## src/rtl/tinker_pkg.sv

```systemverilog
// Shared tinker definitions: loader state codes,
// default load address and byte-lane helpers.
package tinker_pkg;

  localparam logic [31:0] LOAD_BASE_DEF = 32'h0000_2000;

  typedef logic [2:0] state_t;

  localparam state_t ST_IDLE   = 3'd0;
  localparam state_t ST_LOAD   = 3'd1;
  localparam state_t ST_FLUSH  = 3'd2;
  localparam state_t ST_RUN    = 3'd3;
  localparam state_t ST_HALTED = 3'd4;
  localparam state_t ST_ERROR  = 3'd5;

  // Byte enables for lanes 0..lane inclusive.
  function automatic logic [3:0] lane_mask(
    input logic [1:0] lane
  );
    logic [4:0] m;
    m = (5'd2 << lane) - 5'd1;
    return m[3:0];
  endfunction

endpackage

```

## src/rtl/tinker_byte_packer.sv

```systemverilog
// Packs a little-endian byte stream into 32-bit
// words; signals when a word (full or partial) is due.
module tinker_byte_packer
  import tinker_pkg::*;
(
  input  logic        clk,
  input  logic        reset,
  input  logic        i_push,
  input  logic        i_last,
  input  logic        i_clr,
  input  logic [7:0]  i_data,
  output logic [1:0]  o_lane,
  output logic        o_emit,
  output logic [31:0] o_word,
  output logic [3:0]  o_wbe
);

  logic [1:0]  r_lane;
  logic [31:0] r_buf;
  logic [31:0] w_word;

  // Merge the incoming byte into its lane; upper lanes stay zero.
  always_comb begin
    w_word = r_buf;
    w_word[{r_lane, 3'b000} +: 8] = i_data;
  end

  assign o_lane = r_lane;
  assign o_emit = i_push && ((r_lane == 2'd3) || i_last);
  assign o_word = w_word;
  assign o_wbe  = lane_mask(r_lane);

  // Lane counter and buffer; cleared whenever a word leaves.
  always_ff @(posedge clk or negedge reset) begin
    if (!reset) begin
      r_lane <= 2'd0;
      r_buf  <= 32'd0;
    end else if (i_clr) begin
      r_lane <= 2'd0;
      r_buf  <= 32'd0;
    end else if (i_push) begin
      if (o_emit) begin
        r_lane <= 2'd0;
        r_buf  <= 32'd0;
      end else begin
        r_lane <= r_lane + 2'd1;
        r_buf  <= w_word;
      end
    end
  end

endmodule

```

## src/rtl/tinker_loader.sv

```systemverilog
// Streams a program image into core memory, then
// releases the core and counts cycles until halt.
module tinker_loader
  import tinker_pkg::*;
#(
  parameter logic [31:0] LOAD_BASE = LOAD_BASE_DEF,
  parameter int unsigned MEM_BYTES = 524288
)(
  input  logic        clk,
  input  logic        reset,
  input  logic        s_valid,
  input  logic [7:0]  s_data,
  input  logic        s_last,
  output logic        s_ready,
  output logic        mem_we,
  output logic [31:0] mem_addr,
  output logic [31:0] mem_wdata,
  output logic [3:0]  mem_wbe,
  output logic        core_reset,
  input  logic        core_hlt,
  output logic        done,
  output logic        err,
  output logic [31:0] run_cycles
);

  state_t      r_state;
  logic [29:0] r_widx;
  logic        r_mem_we;
  logic [31:0] r_mem_addr;
  logic [31:0] r_mem_wdata;
  logic [3:0]  r_mem_wbe;
  logic [31:0] r_run;

  logic        w_ready;
  logic        w_accept;
  logic        w_ovf;
  logic        w_push;
  logic        w_emit;
  logic [1:0]  w_lane;
  logic [31:0] w_word;
  logic [3:0]  w_wbe;
  logic [31:0] w_word_addr;
  logic [31:0] w_byte_addr;

  assign w_ready     = (r_state == ST_IDLE) ||
                       (r_state == ST_LOAD);
  assign w_accept    = s_valid && w_ready;
  assign w_word_addr = LOAD_BASE + {r_widx, 2'b00};
  assign w_byte_addr = w_word_addr + {30'd0, w_lane};
  assign w_ovf       = w_accept &&
    ({1'b0, w_byte_addr} >= 33'(MEM_BYTES));
  assign w_push      = w_accept && !w_ovf;

  tinker_byte_packer u_packer (
    .clk    (clk),
    .reset  (reset),
    .i_push (w_push),
    .i_last (s_last),
    .i_clr  (w_ovf),
    .i_data (s_data),
    .o_lane (w_lane),
    .o_emit (w_emit),
    .o_word (w_word),
    .o_wbe  (w_wbe)
  );

  // Loader FSM, word writes and run-cycle counter.
  always_ff @(posedge clk or negedge reset) begin
    if (!reset) begin
      r_state     <= ST_IDLE;
      r_widx      <= 30'd0;
      r_mem_we    <= 1'b0;
      r_mem_addr  <= 32'd0;
      r_mem_wdata <= 32'd0;
      r_mem_wbe   <= 4'd0;
      r_run       <= 32'd0;
    end else begin
      r_mem_we <= 1'b0;
      case (r_state)
        ST_IDLE, ST_LOAD: begin
          if (w_ovf) begin
            r_state <= ST_ERROR;
          end else if (w_accept) begin
            r_state <= s_last ? ST_FLUSH : ST_LOAD;
            if (w_emit) begin
              r_mem_we    <= 1'b1;
              r_mem_addr  <= w_word_addr;
              r_mem_wdata <= w_word;
              r_mem_wbe   <= w_wbe;
              r_widx      <= r_widx + 30'd1;
            end
          end
        end
        // Final write is on the bus this cycle.
        ST_FLUSH: r_state <= ST_RUN;
        ST_RUN: begin
          if (core_hlt) begin
            r_state <= ST_HALTED;
          end else if (r_run != 32'hFFFF_FFFF) begin
            r_run <= r_run + 32'd1;
          end
        end
        ST_HALTED: r_state <= ST_HALTED;
        ST_ERROR:  r_state <= ST_ERROR;
        default:   r_state <= ST_IDLE;
      endcase
    end
  end

  assign s_ready    = w_ready;
  assign mem_we     = r_mem_we;
  assign mem_addr   = r_mem_addr;
  assign mem_wdata  = r_mem_wdata;
  assign mem_wbe    = r_mem_wbe;
  assign core_reset = (r_state != ST_RUN);
  assign done       = (r_state == ST_HALTED);
  assign err        = (r_state == ST_ERROR);
  assign run_cycles = r_run;

endmodule
```

## config.mk

```make
export PLATFORM = sky130hd
export DESIGN_NAME = tinker_loader
export DESIGN_NICKNAME = d
export VERILOG_FILES = /design/src/rtl/tinker_pkg.sv /design/src/rtl/tinker_byte_packer.sv /design/src/rtl/tinker_loader.sv
export SDC_FILE = /design/constraint.sdc
export NUM_CORES = 1
export LEC_CHECK = 0
export ABC_AREA = 1
export ABC_CLOCK_PERIOD_IN_PS = 2600
export BUFFER_PORTS_ARGS = -buffer_cell sky130_fd_sc_hd__buf_2
export CAP_MARGIN = 20
export CORE_MARGIN = 2
export CORE_UTILIZATION = 50
export CTS_CLUSTER_SIZE = 12
export DETAILED_ROUTE_END_ITERATION = 6
export PLACE_DENSITY = 0.74
export SLEW_MARGIN = 20
export SYNTH_ARGS = -nofsm -noshare
export SYNTH_HDL_FRONTEND = slang
export SYNTH_HIERARCHICAL = 1
export SYNTH_SLANG_ARGS = --single-unit
```

## constraint.sdc

```tcl
create_clock -name clk -period 2.6 [get_ports clk]
set_clock_uncertainty 0.1 [all_clocks]
set_input_delay 0.39 -clock clk [delete_from_list [all_inputs] [get_ports clk]]
set_output_delay 0.39 -clock clk [all_outputs]
set_load 0.1 [all_outputs]
```

==> results.yml, run 1 <==
timing:
  finalSetupViolCount: 1
  whs_ns: 0.146
  hold_viol: 0
  rsz0062_at_grt: "yes"
  setup_tns_ns: -0.00549
  slew_headroom_pct: 59.0
  layout_setup_ws_ns: -0.00549
  max_freq_mhz: 384
  drv_slew: 0
  tightestPinTransition_ns: 0.610
  fin_crit_sh_pct: 100
  period_minus_slack_ns: 2.61
die:
  die_height_um: 135
  start_util_pct: 51.4
  rows: 47
  die_x_um: 135
  core-area_um2: 16600
  io_pins: 118
  die_area_um2: 18200
clock_network:
  clk_path_buf_depth: 2
  cts_tree: "built"
  clk_latency_ns: 0.44
  cts_max_level: 4
  post_cts_buffers: 0
  clk_pin_slew_ns: 0.07
  clock-root-buffer: "clkbuf_16"
  numCtsBuffers: 17
  clock_sinks: 166
detailed_routing:
  dr_total_vias: 7639
  first_iter_violations: 562
  drtPass1Iterations: 5
  ant_nets: 0
  wl_per_cell_um: 14.3
  drt_drc_violations_left: 0
  avgViaCountPerCell: 5.00
  wl_um: 21900
layout:
  fin_area_um2: 10600
  drive_gt1_share_pct: 21.0
  final_core_util_pct: 63.8
  final_net_count: 1317
  syn2layout_area_growth_pct: 24.0
job:
  max-cap-violations: 0
power_and_ir_drop:
  irDropWorstVdd_uv: 817
  total_leakage_power_nw: 5.84
  power_density_nw_per_um2: 659
placed_design:
  place_hpwl_um: 15000
  pre_cts_ws_ns: -0.0917
  portBuffers: 115
  globalplace.congestion: 0.938
  place_area_um2: 9710
run_status:
  status: "finished, violations left"
  violations: "negative setup slack"
setup_path:
  path_max_fanout: 8
  critical_path_class: "reg2reg"
  r2r_cells: 19
  r2r-end: "mem_wdata[24]$_DFFE_PN0P_"
  rrSetupSlack_ns: -0.005
  r2r_start: "r_widx[11]$_DFFE_PN0P_"
  critical_path_arrival_ns: 2.88
  cp-start-kind: "flop"
  end_kind: "flop"
  worst_ep_required_time_ns: 2.87
  worstSetupStartpoint: "r_widx[11]$_DFFE_PN0P_"
  critical_path.endpoint: "mem_wdata[24]$_DFFE_PN0P_"
grt:
  grt_pass1_wl_um: 35100
  grt_overflow_total: 0
  antenna_found_initial: 0
  grtUsageTotal_pct: 24.2
  grt_max_degree: 60
  grt_pass1_vias: 7185
min_path:
  hp-class: "in2reg"
  holdCritStartpoint: "s_last"
synth:
  synth.avg_cell_area_um2: 7.55
  synth_top_cell_by_area: "dfrtp_1"
  ys_types: 33
  ys_ff_latch: 166
  synthFlopType: "dfrtp_1"
  netlist_area_um2: 8560
  yosysMostFrequentCell: "nand2_1"
  synth_top_area_share_pct: 48.5
  ys_seq_area_share_pct: 48.5
  synth_edf_count: 0
  ys_top_cells_by_area: "dfrtp_1 49%, nand2_1 24%, inv_1 3.8%"
  netlist_top_cells_count: "539 x nand2_1, 166 x dfrtp_1, 86 x inv_1"
  synthArstFlopShare_pct: 100
  netlist_instances: 1134
  yosysWarnings: 6
final cells by class:
cell class | instances | area (µm²)
Tap cell | 220 | 275
Clock buffer | 19 | 453
Antenna cell | 1 | 2.50
Sequential cell | 166 | 4170
Timing Repair Buffer | 179 | 1270
Fill cell | 1428 | 6030
Inverter | 93 | 364
Multi-Input combinational cell | 837 | 3930
Clock inverter | 12 | 145
flip-flops by register name (all words and copies together) (netlist names):
name             count
mem_wdata           32
run_cycles          32
u_packer/r_buf      32
mem_addr            30
r_widx              30
mem_wbe              4
r_state              3
u_packer/o_lane      2
mem_we               1
through the flow:
step           total power [W]  instances
2_1_floorplan          0.00404       1135
3_3_place_gp           0.00444       1490
3_5_place_dp           0.00445       1490
4_1_cts                0.00703       1523
5_1_grt                0.00725       1526
6_report               0.00699       1527
cell families after synthesis:
group / Yosys count / share of synthesized area [%]
AO/OA/AOI/OAI: 40 / 2.40
XOR/XNOR: 53 / 5.42
adder cells (fa/ha/maj): 10 / 1.46
buffers and inverters: 132 / 6.97
flip-flops: 166 / 48.5
other: 2 / 0.0878
AND/OR/NAND/NOR: 731 / 35.1
routing by layer:
metal,vias up,part of all wire (%),track usage [%]
met5,-,0,0
met4,0,1.8,7.43
met3,39,6.0,4.65
met2,238,47,38.9
met1,3553,45,33.4
li1,3809,-,-
placed cells by master (no fill, tap or decap), types with 8 or more instances in the layout:
cell type and count:
nand2_1 530, dfrtp_1 156, buf_2 114, inv_1 83, nor2_1 65, buf_4 43, xor2_1 33, nand3_1 31
nor3_1 22, nand2_2 21, nand4_1 21, xnor2_1 20, clkbuf_16 20, o21ai_1 17, o21ai_0 11, a21oi_1 10
dfrtp_2 10, nor2_2 9, ha_1 9, nor2_4 8, nor4_1 8
worst max-delay path: stages, from the launching register on:
cell	delay, ns
dfrtp_1	0.41
ha_4	0.18
nand3_4	0.11
buf_4	0.17
nor2_1	0.10
nand3_1	0.07
nand2_1	0.07
nand3_1	0.07
nor2_1	0.13
nand2_1	0.10
nor2_2	0.11
inv_1	0.06
nor2_1	0.09
inv_1	0.05
nor2_2	0.14
nand2_4	0.15
clkinv_8	0.13
clkbuf_16	0.17
nand2_1	0.05
nand2_1	0.07
how the worst min path moves through the flow:
stage	to	slack, ns	cells after the start
floorplan	mem_addr[10]$_DFFE_PN0P_	-0.006	0
CTS	r_state[1]$_DFFE_PN0P_	0.14	3
detailed placement	r_widx[1]$_DFFE_PN0P_	0.28	1
global route	r_state[1]$_DFFE_PN0P_	0.15	3
finish	r_state[1]$_DFFE_PN0P_	0.15	3
global placement	r_widx[1]$_DFFE_PN0P_	0.27	1
report_power, final:
part	switching, W	internal [W]	total (W)
logic	0.00125	0.000292	0.00154
registers	0.000171	0.00269	0.00286
clock network	0.00111	0.00148	0.00259
total	0.00253	0.00446	0.00699
what timing repair did:
action	CTS	global route
gates resized for setup	17	40
pin swaps	5	8
setup endpoints to repair	79	131
hold buffers	1	0
cloned	1	3
hold endpoints to repair	49	0
Power figures use the tool's default switching activity.
==> run 2: changes to the inputs <==
--- a/config.mk
+++ b/config.mk
@@ -11,9 +11,10 @@
 export CAP_MARGIN = 20
 export CORE_MARGIN = 2
 export CORE_UTILIZATION = 50
+export CTS_CLUSTER_DIAMETER = 60
 export CTS_CLUSTER_SIZE = 12
 export DETAILED_ROUTE_END_ITERATION = 6
-export PLACE_DENSITY = 0.74
+export PLACE_DENSITY = 0.73
 export SLEW_MARGIN = 20
 export SYNTH_ARGS = -nofsm -noshare
 export SYNTH_HDL_FRONTEND = slang
==> run 2 against run 1 <==
The flow now finishes without violations; power rose by 3.3%; fmax is 1.7% higher; first-iteration DRC count up 5.5%; non-clock buffer count grew 1; worst setup slack better by 0.044 ns; hold slack better by 0.0049 ns; core utilization is 0.27 points higher; largest cell class unchanged; largest power group unchanged.
==> results.yml, run 2 (synthesis results as in run 1) <==
detailed_routing:
  ant_nets: 0
  wl_per_cell_um: 14.5
  wl_um: 22100
  drt_drc_violations_left: 0
  avgViaCountPerCell: 5.00
  first_iter_violations: 593
  drtPass1Iterations: 5
  dr_total_vias: 7642
grt:
  grt_pass1_vias: 7233
  grt_pass1_wl_um: 35200
  antenna_found_initial: 1
  grt_overflow_total: 0
  grtUsageTotal_pct: 24.1
  grt_max_degree: 60
clock_network:
  clk_pin_slew_ns: 0.06
  cts_tree: "built"
  cts_max_level: 4
  clock_sinks: 166
  clk_path_buf_depth: 2
  numCtsBuffers: 17
  clock-root-buffer: "clkbuf_16"
  clk_latency_ns: 0.44
layout:
  final_net_count: 1318
  diodes: 0
  mostFrequentLayoutCells: "531 x nand2_1, 157 x dfrtp_1, 114 x buf_2"
  drive_gt1_share_pct: 20.6
  final_common_cell: "nand2_1"
  fin_area_um2: 10700
  nFillCells: 1384
  final_cells: 1527
  syn2layout_area_growth_pct: 24.5
setup_path:
  path_max_fanout: 34
  critical_path_arrival_ns: 2.77
  worst_ep_required_time_ns: 2.81
  critical_path_class: "reg2reg"
  crit_chain: "ha_4 > nand3_4 > nor2_4 > nand2_2 > nor2_1 > nor2_1 > nor2_1 > nand2_1 > nor2_1 > nand2_1 > nor2_2 > inv_1 > nor2_1 > inv_1 > nor2_2 > nand2_4 > buf_12 > xor2_1"
  end_kind: "flop"
  crit_path_frequent_cell: "nor2_1"
  cp_slowest_stage_delay_ns: 0.39
  cp_slowest_cell: "dfrtp_1"
  cp-start-kind: "flop"
timing:
  finalSetupViolCount: 0
  drv_slew: 0
  setup_tns_ns: 0
  max_freq_mhz: 390
  hold_viol: 0
  tightestPinTransition_ns: 0.604
  rsz0062_at_grt: "yes"
  layout_setup_ws_ns: 0.0380
  period_minus_slack_ns: 2.56
  fin_crit_sh_pct: 98.5
  slew_headroom_pct: 59.4
job:
  max-cap-violations: 0
run_status:
  status: "completed"
die:
  io_pins: 118
  die_area_um2: 18200
  die_x_um: 135
  die_height_um: 135
  core-area_um2: 16600
  start_util_pct: 51.4
  rows: 47
min_path:
  hp-class: "in2reg"
placed_design:
  place_area_um2: 9710
  place_hpwl_um: 14900
  portBuffers: 115
  pre_cts_ws_ns: -0.104
  globalplace.congestion: 0.903
  place_inst: 1488
power_and_ir_drop:
  power_density_nw_per_um2: 678
  total_leakage_power_nw: 5.89
  irDropWorstVdd_uv: 773
[run 2: area by class of cell]
type | instances | area (µm²) | share of cell area, %
timing repair buffer | 180 | 1270 | 12.0
tap | 220 | 275 | 2.58
sequential | 166 | 4170 | 39.1
clock inverter | 10 | 190 | 1.78
multi-input combinational | 837 | 3920 | 36.8
clock buffer | 21 | 470 | 4.42
inverter | 93 | 362 | 3.39
[run 2: stage by stage]
step                      util [%]  power, W  hold slack (ns)
final                         64.0   0.00722            0.151
after global routing          64.0   0.00749            0.175
after CTS                     62.5   0.00725            0.140
after detailed placement      58.3   0.00440            0.306
after global placement        58.3   0.00439            0.303
after floorplan                  -   0.00404         -0.00559
[run 2: what timing repair did]
action,CTS,global route
pin swaps,1,5
cloned,0,5
resized for setup,7,34
setup buffers,0,2
hold endpoints to repair,56,0
hold buffers,1,0
setup endpoints to repair,65,131
[run 2: critical path, delay by kind of cell (launching register included)]
| family | cells | cell delay [ns] |
|---|---|---|
| DFF | 1 | 0.39 |
| adders and majority gates | 1 | 0.17 |
| and+or+nand+nor | 13 | 1.30 |
| xor gates and xnor gates | 1 | 0.15 |
| buffers and inverters | 3 | 0.32 |
[run 2: final timing paths]
kind,depth (start not counted),slack [ns],start,endpoint
min reg2reg,2,0.36,mem_addr[20]$_DFFE_PN0P_,mem_addr[20]$_DFFE_PN0P_
max in group asynchronous,3,1.28,reset,run_cycles[5]$_DFFE_PN0P_
min,3,0.15,s_last,r_state[1]$_DFFE_PN0P_
min in group asynchronous,2,0.40,reset,mem_addr[7]$_DFFE_PN0P_
max reg2reg,18,0.04,r_widx[12]$_DFFE_PN0P_,r_widx[0]$_DFFE_PN0P_
max,18,0.04,r_widx[12]$_DFFE_PN0P_,r_widx[0]$_DFFE_PN0P_
[run 2: per-layer routing]
layer	part of all wire [%]	vias to the layer above	global-route usage (%)	wire [µm]
li1	-	3810	-	-
met4	1.5	2	6.32	331
met5	0.032	-	0	7
met1	46	3595	33.7	10300
met2	47	210	38.3	10300
met3	5.3	25	5.22	1180
[run 2: report_power, final]
group / switching (W) / internal, W
clock: 0.00105 / 0.00178
sequential: 0.000164 / 0.00269
combinational: 0.00125 / 0.000278
total: 0.00247 / 0.00476
